**src/rtl/gate_vec_decoder.sv**
```systemverilog
`default_nettype none
// ============================================================================
// Module   : gate_vec_decoder
// Brief    : Serially rebuilds a vector from its circular neighbour-XOR word
//            and seed bit; flags inconsistent circular parity. Optional
//            both/any regeneration check enabled by macro CROSS_CHECK_EN.
// Revision : 1.0 - initial release
// ============================================================================
module gate_vec_decoder #(
  parameter int WIDTH = 4
) (
  input  logic             clk,
  input  logic             rst_n,
  input  logic             in_valid,
  output logic             in_ready,
  input  logic [WIDTH-1:0] in_diff,
  input  logic             in_seed,
  input  logic [WIDTH-2:0] in_both,
  input  logic [WIDTH-2:0] in_any,
  output logic             out_valid,
  input  logic             out_ready,
  output logic [WIDTH-1:0] out_vec,
  output logic             out_parity_err,
  output logic             out_check_err
);

  localparam int IDXW = (WIDTH > 2) ? $clog2(WIDTH) : 1;

  typedef enum logic [1:0] {
    S_IDLE   = 2'd0,
    S_DECODE = 2'd1,
    S_DONE   = 2'd2
  } state_t;

  state_t           state_q;
  logic [IDXW-1:0]  idx_q;
  logic [WIDTH-2:0] diff_q;
  logic [WIDTH-1:0] vec_q;
  logic [WIDTH-1:0] vec_d;
  logic             in_ready_q;
  logic             out_valid_q;
  logic             parity_q;
  logic             check_q;
  logic             check_d;

  // The top diff bit only closes the ring, so it feeds parity and is not stored.
  always_comb begin
    vec_d = vec_q;
    for (int i = 1; i < WIDTH; i++) begin
      if (idx_q == IDXW'(i)) vec_d[i] = vec_q[i-1] ^ diff_q[i-1];
    end
  end

`ifdef CROSS_CHECK_EN
  logic [WIDTH-2:0] both_q;
  logic [WIDTH-2:0] any_q;
  logic [WIDTH-2:0] both_gen;
  logic [WIDTH-2:0] any_gen;

  assign both_gen = vec_d[WIDTH-1:1] & vec_d[WIDTH-2:0];
  assign any_gen  = vec_d[WIDTH-1:1] | vec_d[WIDTH-2:0];
  assign check_d  = (both_gen != both_q) || (any_gen != any_q);
`else
  logic unused_cross;
  assign unused_cross = ^{in_both, in_any};
  assign check_d      = 1'b0;
`endif

  always_ff @(posedge clk or negedge rst_n) begin
    if (!rst_n) begin
      state_q     <= S_IDLE;
      idx_q       <= '0;
      diff_q      <= '0;
      vec_q       <= '0;
      in_ready_q  <= 1'b1;
      out_valid_q <= 1'b0;
      parity_q    <= 1'b0;
      check_q     <= 1'b0;
`ifdef CROSS_CHECK_EN
      both_q      <= '0;
      any_q       <= '0;
`endif
    end else begin
      case (state_q)
        S_IDLE: begin
          if (in_valid && in_ready_q) begin
            diff_q     <= in_diff[WIDTH-2:0];
            vec_q      <= {{(WIDTH-1){1'b0}}, in_seed};
            parity_q   <= ^in_diff;
            check_q    <= 1'b0;
            idx_q      <= IDXW'(1);
            in_ready_q <= 1'b0;
            state_q    <= S_DECODE;
`ifdef CROSS_CHECK_EN
            both_q     <= in_both;
            any_q      <= in_any;
`endif
          end
        end
        S_DECODE: begin
          vec_q <= vec_d;
          if (idx_q == IDXW'(WIDTH-1)) begin
            check_q     <= check_d;
            out_valid_q <= 1'b1;
            state_q     <= S_DONE;
          end else begin
            idx_q <= idx_q + 1'b1;
          end
        end
        S_DONE: begin
          if (out_ready) begin
            out_valid_q <= 1'b0;
            in_ready_q  <= 1'b1;
            state_q     <= S_IDLE;
          end
        end
        default: begin
          state_q     <= S_IDLE;
          in_ready_q  <= 1'b1;
          out_valid_q <= 1'b0;
        end
      endcase
    end
  end

  assign in_ready       = in_ready_q;
  assign out_valid      = out_valid_q;
  assign out_vec        = vec_q;
  assign out_parity_err = parity_q;
  assign out_check_err  = check_q;

endmodule
`default_nettype wire

```
**config.mk**
```make
export PLATFORM = sky130hd
export DESIGN_NAME = gate_vec_decoder
export DESIGN_NICKNAME = d
export VERILOG_FILES = /design/src/rtl/gate_vec_decoder.sv
export SDC_FILE = /design/constraint.sdc
export NUM_CORES = 1
export LEC_CHECK = 0
export BUFFER_PORTS_ARGS = -buffer_cell sky130_fd_sc_hd__clkbuf_2
export CAP_MARGIN = 20
export CORE_AREA = 2 2 41 43
export CTS_CLUSTER_DIAMETER = 120
export DETAILED_ROUTE_END_ITERATION = 12
export DIE_AREA = 0 0 43 45
export GPL_ROUTABILITY_DRIVEN = 0
export PLACE_DENSITY = 0.84
export SLEW_MARGIN = 15
export SYNTH_ARGS = -nofsm -noshare
export SYNTH_HDL_FRONTEND = slang
export SYNTH_SLANG_ARGS = --single-unit
```
**constraint.sdc**
```tcl
create_clock -name clk -period 3.4 [get_ports clk]
set_input_delay 0.85 -clock clk [delete_from_list [all_inputs] [get_ports clk]]
set_output_delay 0.85 -clock clk [all_outputs]
set_load 0.02 [all_outputs]
```
==> results of run 1 <==
==> area by class of cell <==
| class | count | area [um^2] | area share, % |
|---|---|---|---|
| Clock buffer | 4 | 36.3 | 4.41 |
| Inverter | 5 | 18.8 | 2.28 |
| Multi-Input combinational cell | 48 | 320 | 39.0 |
| Sequential cell | 14 | 352 | 42.8 |
| Tap cell | 16 | 20.0 | 2.44 |
| Timing Repair Buffer | 15 | 75.1 | 9.13 |
==> through the flow <==
step / total power [mW] / hold slack, ps / instance area, um^2
after floorplan: 0.464 / 467 / 708
after global placement: 0.519 / 462 / 786
after detailed placement: 0.532 / 479 / 786
after CTS: 0.650 / 473 / 822
after global routing: 0.701 / 478 / 822
final: 0.642 / 460 / 822
==> cells in the mapped netlist, drive strengths merged <==
cell type  instances  area share [%]
nor2               3             2.7
and4bb             1             2.3
dfrtp             13              46
a21oi              3             2.1
nand4bb            1             1.6
nor3               1            0.71
nand3b             3             3.2
a22o               1             1.2
nand2             14             7.4
ha                 3             5.3
o31ai              1             1.1
o22a               1             1.4
inv                5             2.7
conb               1            0.53
nor3b              1             2.7
xnor2              6             7.4
dfstp              1             3.7
buf                3             2.5
o21ai              5             3.5
nand3              3             2.1
==> how the worst max path moves through the flow <==
stage / from / endpoint / slack [ps] / depth (start not counted)
6_report: in_ready / in_ready / 1530 / 1
3_3_place_gp: in_valid / out_vec[1] / 1700 / 4
2_1_floorplan: in_valid / idx_q[1] / 1950 / 3
4_1_cts: in_ready / in_ready / 1520 / 1
5_1_grt: in_ready / in_ready / 1500 / 1
3_5_place_dp: in_valid / out_vec[3] / 1670 / 4
==> kinds of logic after synthesis <==
kind of cell / Yosys count / share of synthesized area, %
fa+ha+maj: 3 / 5.30
other cells: 1 / 0.530
buf+inv: 8 / 5.12
simple gates: 27 / 22.6
flops: 14 / 49.6
compound gates: 11 / 9.36
xor+xnor: 6 / 7.42
==> flip-flops by register name, summed over array words and instances (netlist names) <==
signal          flops
state_q             2
out_parity_err      1
out_vec             4
out_valid           1
diff_q              3
idx_q               2
in_ready            1
==> where the power goes <==
group | total, mW | switching (mW) | internal [mW]
Sequential | 0.294 | 0.0641 | 0.230
Combinational | 0.230 | 0.123 | 0.107
Clock | 0.118 | 0.0526 | 0.0650
==> per-layer routing <==
| layer | part of all wire [%] | global-route usage (%) | vias up |
|---|---|---|---|
| met4 | 1.8 | 5.45 | 0 |
| li1 | - | - | 263 |
| met3 | 3.2 | 4.80 | 2 |
| met1 | 48 | 20.4 | 237 |
| met5 | 0 | 0 | - |
| met2 | 47 | 22.7 | 8 |
==> layout by cell type, fill, tap and decap left out <==
cell type	Yosys	final
a21oi_1	3	3
a22o_1	1	1
and4bb_4	1	1
clkbuf_2	0	15
clkbuf_4	0	3
clkbuf_8	0	1
conb_1	1	1
dfrtp_1	13	13
dfstp_2	1	1
ha_1	3	3
inv_1	5	5
nand2_1	14	14
nand3_1	3	3
nand3b_1	3	3
nand4bb_1	1	1
nor2_1	2	2
nor2_4	1	1
nor3_1	1	1
nor3b_4	1	1
o21ai_0	5	5
o22a_2	1	1
o31ai_1	1	1
xnor2_1	6	6
==> results.md, run 1 <==
- Status: finished clean
- Number of H-tree levels: 1
- Crit path max fanout: 5
- Number of synthesized register bits: 14
- Grt ovf: 0
- Reg2reg end: out_vec[2]
- Final WS setup: 1530 ps
- Buffers on Ports: 15
- Max-cap viol count: 0
- Register area share after synthesis: slightly below 50%
- Final setup viols: 0
- Critical path cell sequence: clkbuf_2
- TritonCTS clock tree: yes
- CP endpoint kind: primary output
- Max VDD drop: ~0.47 mV
- Mean Syn Cell Area: 10.1 um^2
- Pre-Repair DR Iteration Count: 2
- CP Data Arrival Time: roughly 1000 ps
- R2R Setup Slk: ~2000 ps
- Fillers: 141
- Final ANT Viol Nets: 0
- Total GRT Usage: between 10% and 20%
- Area growth syn-to-layout: 16.1%
- N_diodes: 0
- Top delay family on crit path: flip-flops
- Worst Hold Class: in -> async
- Critical path class: reg -> out
- Crit-path max cell delay: 570 ps
- Core footprint: 1470 um^2
- RSZ-0062 raised after global routing: no
- Synthesized cell area: 708 um^2
- Post-CTS Resized: 0
- IO Count: 23
- Share of cells above drive strength 1: 27.9%
- Die footprint: approximately 1900 um^2
- CTS root buf: clkbuf_4
- Critical Path RT: ~2600 ps
- Post-CTS Setup Bufs: 0
- Post-DP HPWL: ~890 um
- Pwr/cell area: 781 nW/um^2
- Hold Vio Cnt, Final: 0
- First-pass GRT wire length: about 2100 um
- Post-route DRC: 0
- YS warnings: 0
- Highest Clock Rate: about 530 MHz
- Width of the die: 43 um
- Vias in the first global route: approximately 500
- Via-to-Cell Ratio: roughly 5
- CTS clk-pin slew, worst paths: around 90 ps
- Nets@finish: roughly 110
- Mapped Cells: 70
- Minimum clock period: between 1500 and 2000 ps
- CTS max path bufs: 2
- Clk_skew: approximately 6.9 ps
- DIE HEIGHT: 45 um
- Setup tns final: 0 ps
- Hold buffers post-CTS: 0
- Buffer and inverter count on the worst path: 1
- Num Clock Sinks: 14
- Dpl cells: a little under 100
- Slew Viols, Final: 0
- Pleak: between 0.4 and 0.5 nW
- R2R depth: 3
- Starting density of the core: between 40% and 50%
- R2r startpoint: state_q[1]
- Total CTS buffers: 3
- Starting DRT DRC Count: 2
- Final wirelength: 1150 um
- Place WS: approximately 1700 ps
- Utilization after layout: 55.9%
- Count of different cell masters after synthesis: 22
- Worst skew pair latency: 270 ps
- Row count: 14
- Largest net degree at the start of global routing: 15
- Initial antenna violation count: 0
- Routed len/inst: around 11 um
- Non-Filler Instances: 102
- Syn Nets: 88
- Routed via count: 510
- CP startpoint kind: flop
- Final Cycle Share: between 50% and 60%
- Worst path slowest cell: dfstp_2
(Power assumes the default switching activity.)
==> inputs of run 2 (changes only) <==
Settings changed: ABC_AREA set to 1, CORE_AREA 2 2 41 43 to 2 2 45 47, DIE_AREA 0 0 43 45 to 0 0 47 49, PLACE_DENSITY 0.84 to 0.77.
Clock period 3.4 ns to 1.62 ns, I/O delays scaled along.
==> results.md, run 2 <==
- Buffers on Ports: 15
- Logic pwr share: ~44%
- Synth Area in Compound Gates: ~7.1%
- Mapped Cells: 96
- Vias in the first global route: between 600 and 700
- Reg2reg end: out_vec[3]
- Crit path max fanout: 3
- Xor/xnor share of the synthesized area: 3.56%
- Top FF cell, synth: dfrtp_1
- Final ANT Viol Nets: 0
- Internal cell power: between 0.8 and 0.9 mW
- Max FFs per register: 4
- TritonCTS clock tree: yes
- Register area share after synthesis: ~48%
- Max-cap viol count: 0
- Grt ovf: 0
- Critical Path RT: roughly 1200 ps
- Net Sw Power: ~0.64 mW
- CP Data Arrival Time: just under 1000 ps
- Syn Nets: 114
- RSZ-0062 raised after global routing: no
- Post-CTS Setup Bufs: 0
- Starting DRT DRC Count: 10
- CTS clk-pin slew, worst paths: approximately 90 ps
- Share of cells above drive strength 1: a little over a fifth
- Starting density of the core: between 40% and 50%
- Post-CTS Resized: 0
- IO Count: 23
- Worst path slowest cell: dfstp_2
- R2R depth: 5
- Max VDD drop: about 0.65 mV
- Minimum clock period: 1380 ps
- Top delay family on crit path: flip-flops
- Final wirelength: between 1000 and 1500 um
- CTS max path bufs: 2
- Metal3 WL: about 66 um
- Met2 wire length: around 730 um
- Number of synthesized register bits: 14
- Routed len/inst: approximately 9.6 um
- Status: finished clean
- Post-route DRC: 0
- Post-synthesis mux area share: 0%
- CP startpoint kind: flop
- Critical path class: reg -> out
- Dpl cells: approximately 140
- YS warnings: 0
- Row count: 16
- DIE HEIGHT: 49 um
- Core footprint: approximately 1800 um^2
- Post-synthesis adder-cell area fraction: just over 5%
- Mean Syn Cell Area: slightly below 8 um^2
- Synth area leader: dfrtp_1
- Most common cell after layout, fill and taps aside: nand2_1
- Routed via count: 627
- Count of different cell masters after synthesis: 19
- Nets@finish: 132
- Clk_skew: 10.9 ps
- First-pass GRT wire length: 2420 um
- Clock power frac: between 10 and 15%
- Slew Viols, Final: 0
- Post-DP HPWL: between 1000 and 1500 um
- Width of the die: ~47 um
- Critical path cell sequence: clkbuf_2
- Via-to-Cell Ratio: about 4.5
- Max layer used: met3
- Synth async-reset ratio: 100%
- CTS root buf: clkbuf_4
- Pre-Repair DR Iteration Count: 4
- Total GRT Usage: between 10% and 20%
- Hold buffers post-CTS: 0
- Buffer and inverter count on the worst path: 1
- Sequential share of power: between 40 and 50%
- Synth area leaders: dfrtp_1 (44%), nand2_1 (18%), inv_1 (5.6%), ha_1 (5.1%), o21ai_1 (4.1%)
- Largest net degree at the start of global routing: 16
- Highest Clock Rate: between 700 and 800 MHz
- Area growth syn-to-layout: 15.8%
- Pwr/cell area: around 1700 nW/um^2
- Final Cycle Share: between 80% and 90%
- Most frequent cells in the layout: nand2_1 (36), clkbuf_2 (15), dfrtp_1 (13)
- R2R Setup Slk: between 400 and 500 ps
- Num Clock Sinks: 14
- Initial antenna violation count: 0
- Number of synthesized flops with an enable pin: 0
- Synthesized cell area: approximately 740 um^2
- Total CTS buffers: 3
- Number of H-tree levels: 1
- Crit-path max cell delay: 550 ps
- Yosys top cell area share: between 40% and 50%
- M1 WL: about 550 um
- Non-Filler Instances: 140
- Hold Vio Cnt, Final: 0
- R2r startpoint: in_ready
- CP endpoint kind: primary output
- Simple logic cell fraction of the synthesized area: 26.9%
- Worst Hold Class: in -> async
- Largest family of logic cells by synthesized area: simple AND/OR/NAND/NOR gates
- Die footprint: ~2300 um^2
- Most common cell in the synthesized netlist: nand2_1
- Setup tns final: 0 ps
- Top post-synthesis cells by count: nand2_1 (36), dfrtp_1 (13), inv_1 (11), nor2_1 (8), o21ai_1 (6)
- Switch share: a little over two fifths
- Fillers: roughly 210
- Final setup viols: 0
- Pleak: slightly below 0.5 nW
- N_diodes: 0
- Worst skew pair latency: between 200 and 300 ps
-- run 2: cell families after synthesis --
logic type / after synthesis
XOR/XNOR: 3
other: 1
AO/OA/AOI/OAI: 10
flip-flops: 14
buffers and inverters: 15
AND/OR/NAND/NOR: 50
adder cells (fa/ha/maj): 3
-- run 2: layout make-up --
| cell class | count | area [um^2] | area share [%] |
|---|---|---|---|
| well taps | 27 | 33.8 | 3.95 |
| inverters | 13 | 48.8 | 5.71 |
| repair buffers | 15 | 75.1 | 8.78 |
| multi-input cells | 67 | 319 | 37.3 |
| clock buffers | 4 | 26.3 | 3.07 |
| flip-flops and latches | 14 | 352 | 41.1 |
-- run 2: power groups by stage --
stage                     Sequential, mW  Combinational (mW)  Clock (mW)
after floorplan                    0.713               0.418           0
after global placement             0.635               0.633           0
after detailed placement           0.645               0.666           0
after CTS                          0.640               0.666       0.216
after global routing               0.661               0.756       0.236
final                              0.636               0.650       0.201
-- run 2: per-layer routing --
layer	track usage (%)	vias to the layer above
li1	-	324
met4	5.56	0
met1	15.5	289
met2	25.6	14
met3	3.33	0
met5	0	-
-- run 2: how the worst max path moves through the flow --
stage	from	end	depth (start not counted)
2_1_floorplan	in_ready	out_vec[2]	6
4_1_cts	in_ready	in_ready	1
5_1_grt	in_ready	in_ready	1
3_3_place_gp	in_valid	idx_q[0]	7
6_report	in_ready	in_ready	1
3_5_place_dp	in_valid	out_vec[2]	7
-- run 2: per-stage QoR --
step	area (um^2)	worst slack (ps)	hold WS (ps)	power (mW)	utilization (%)
3_3_place_gp	828	419	323	1.27	45.0
4_1_cts	855	222	20.3	1.52	46.4
3_5_place_dp	828	364	334	1.31	45.0
6_report	855	242	19.5	1.49	46.4
5_1_grt	855	184	23.6	1.65	46.4
2_1_floorplan	738	447	109	1.13	-
==> inputs of run 3 (changes only) <==
Settings changed: ABC_AREA 1 to unset, BUFFER_PORTS_ARGS -buffer_cell sky130_fd_sc_hd__clkbuf_2 to unset, CORE_AREA 2 2 45 47 to 2 2 41 43, DIE_AREA 0 0 47 49 to 0 0 43 45, DONT_BUFFER_PORTS set to 1, PLACE_DENSITY 0.77 to 0.73, SKIP_LAST_GASP set to 1.
==> results.md, run 3 (same netlist as run 1, synthesis figures left out) <==
- Highest Clock Rate: ~720 MHz
- CTS clk-pin slew, worst paths: roughly 90 ps
- Max-cap viol count: 0
- Row count: 14
- Most frequent cells in the layout: nand2_1 (14), dfrtp_1 (13), xnor2_1 (6)
- Critical Path RT: roughly 1800 ps
- Post-CTS Setup Bufs: 0
- Hold EP: state_q[1]
- Area growth syn-to-layout: 7.95%
- Width of the die: around 43 um
- Most common cell after layout, fill and taps aside: nand2_1
- Net Sw Power: about 0.5 mW
- Pre-Repair DR Iteration Count: 4
- Hold Vio Cnt, Final: 0
- Worst skew pair latency: around 280 ps
- Area after DPL: 718 um^2
- Die footprint: 1940 um^2
- Non-Filler Instances: 89
- Number of H-tree levels: 1
- CP startpoint kind: flop
- RSZ-0062 raised after global routing: no
- Switch share: approximately 38%
- Share of cells above drive strength 1: between 10% and 20%
- Via-to-Cell Ratio: 5.25
- Core footprint: about 1500 um^2
- Slew Viols, Final: 0
- Utilization after layout: 52.0%
- CP Data Arrival Time: between 1500 and 2000 ps
- Final Cell Area: ~760 um^2
- Buffers on Ports: 0
- TritonCTS clock tree: yes
- Final Cycle Share: 85.7%
- Largest net degree at the start of global routing: 15
- Clk_skew: about 5.6 ps
- N_diodes: 0
- Total GRT Usage: about 14%
- Max FFs per register: 4
- Nets@finish: 92
- CTS root buf: clkbuf_4
- Reg2reg end: out_vec[2]
- Starting DRT DRC Count: 17
- Vias in the first global route: ~460
- Post-route DRC: 0
- Routed via count: 467
- Post-CTS Resized: 0
- Status: finished clean
- Total CTS buffers: 3
- Worst hold stages: 1
- Pleak: between 0.3 and 0.4 nW
- DIE HEIGHT: between 40 and 50 um
- R2R Setup Slk: 230 ps
- Dpl cells: 84
- Final ANT Viol Nets: 0
- Starting density of the core: between 40% and 50%
- Worst Hold Class: in -> reg
- Clock power frac: between 10% and 20%
- Post-DP HPWL: approximately 850 um
- Hold buffers post-CTS: 1
- First-pass GRT wire length: 1860 um
- Max VDD drop: a little under 0.8 mV
- Crit path max fanout: 9
- Worst Hold Launch: out_ready
- R2r startpoint: in_ready
- Final wirelength: around 1200 um
- CP endpoint kind: flop
- Grt ovf: 0
- Routed len/inst: 13.2 um
- Initial antenna violation count: 0
- Pwr/cell area: ~1700 nW/um^2
- Critical path class: reg -> reg
- Minimum clock period: 1390 ps
- Worst slew margin: roughly 59%
- Num Clock Sinks: 14
- Worst Tran Pin Value: about 600 ps
- Final setup viols: 0
- IO Count: 23
- Logic pwr share: between 20 and 30%
- Setup tns final: 0 ps
- R2R depth: 3
- Internal cell power: just over 0.8 mW
- Sequential share of power: about 54%
- CTS max path bufs: 2
[run 3: cell count changes in the layout (fill, tap and decap cells not counted), moves of 2 or more]
cell	delta
a21oi_1	+2
clkbuf_2	-15
inv_1	-6
inv_2	-2
nand2_1	-22
nand3b_1	+3
nor2_1	-6
nor2_2	-2
o21ai_0	+3
o21ai_1	-6
xnor2_1	+4
[run 3: per-stage QoR]
step	hold slack, ps	setup WS [ps]	total power, mW
after floorplan	109	381	0.974
after global placement	110	256	1.03
after detailed placement	110	241	1.05
after CTS	200	222	1.31
after global routing	194	75.8	1.40
final	205	232	1.30
[run 3: worst max-delay path, stage by stage, from the launching register on]
cell,delay (ps)
dfstp_2,640
nand4bb_1,350
nand3_1,190
o21ai_0,90
[run 3: metal layers]
metal,global-route usage [%],wire [um]
met5,0,0
met3,4.00,48
met2,21.8,562
met1,14.1,533
met4,14.5,26
[run 3: worst max-delay path by stage]
stage | start | endpoint | slack [ps] | depth (start not counted)
finish | in_ready | out_vec[2] | 230 | 3
global route | in_ready | out_vec[1] | 80 | 3
CTS | in_ready | out_vec[2] | 220 | 3
detailed placement | in_ready | out_vec[1] | 240 | 3
global placement | in_ready | out_vec[1] | 260 | 3
floorplan | idx_q[0] | idx_q[1] | 380 | 4
[run 3: area by class of cell]
class                   instances  area [um^2]
clock buffers                   4         36.3
flip-flops and latches         14          352
fillers                       133          707
inverters                       5         18.8
multi-input cells              48          320
well taps                      16         20.0
repair buffers                  2         17.5
[run 3: power by group through the flow]
stage | Combinational [mW] | Clock, mW | Sequential [mW]
global placement | 0.329 | 0 | 0.702
floorplan | 0.307 | 0 | 0.666
CTS | 0.352 | 0.261 | 0.700
detailed placement | 0.343 | 0 | 0.707
global route | 0.400 | 0.274 | 0.724
finish | 0.348 | 0.254 | 0.697
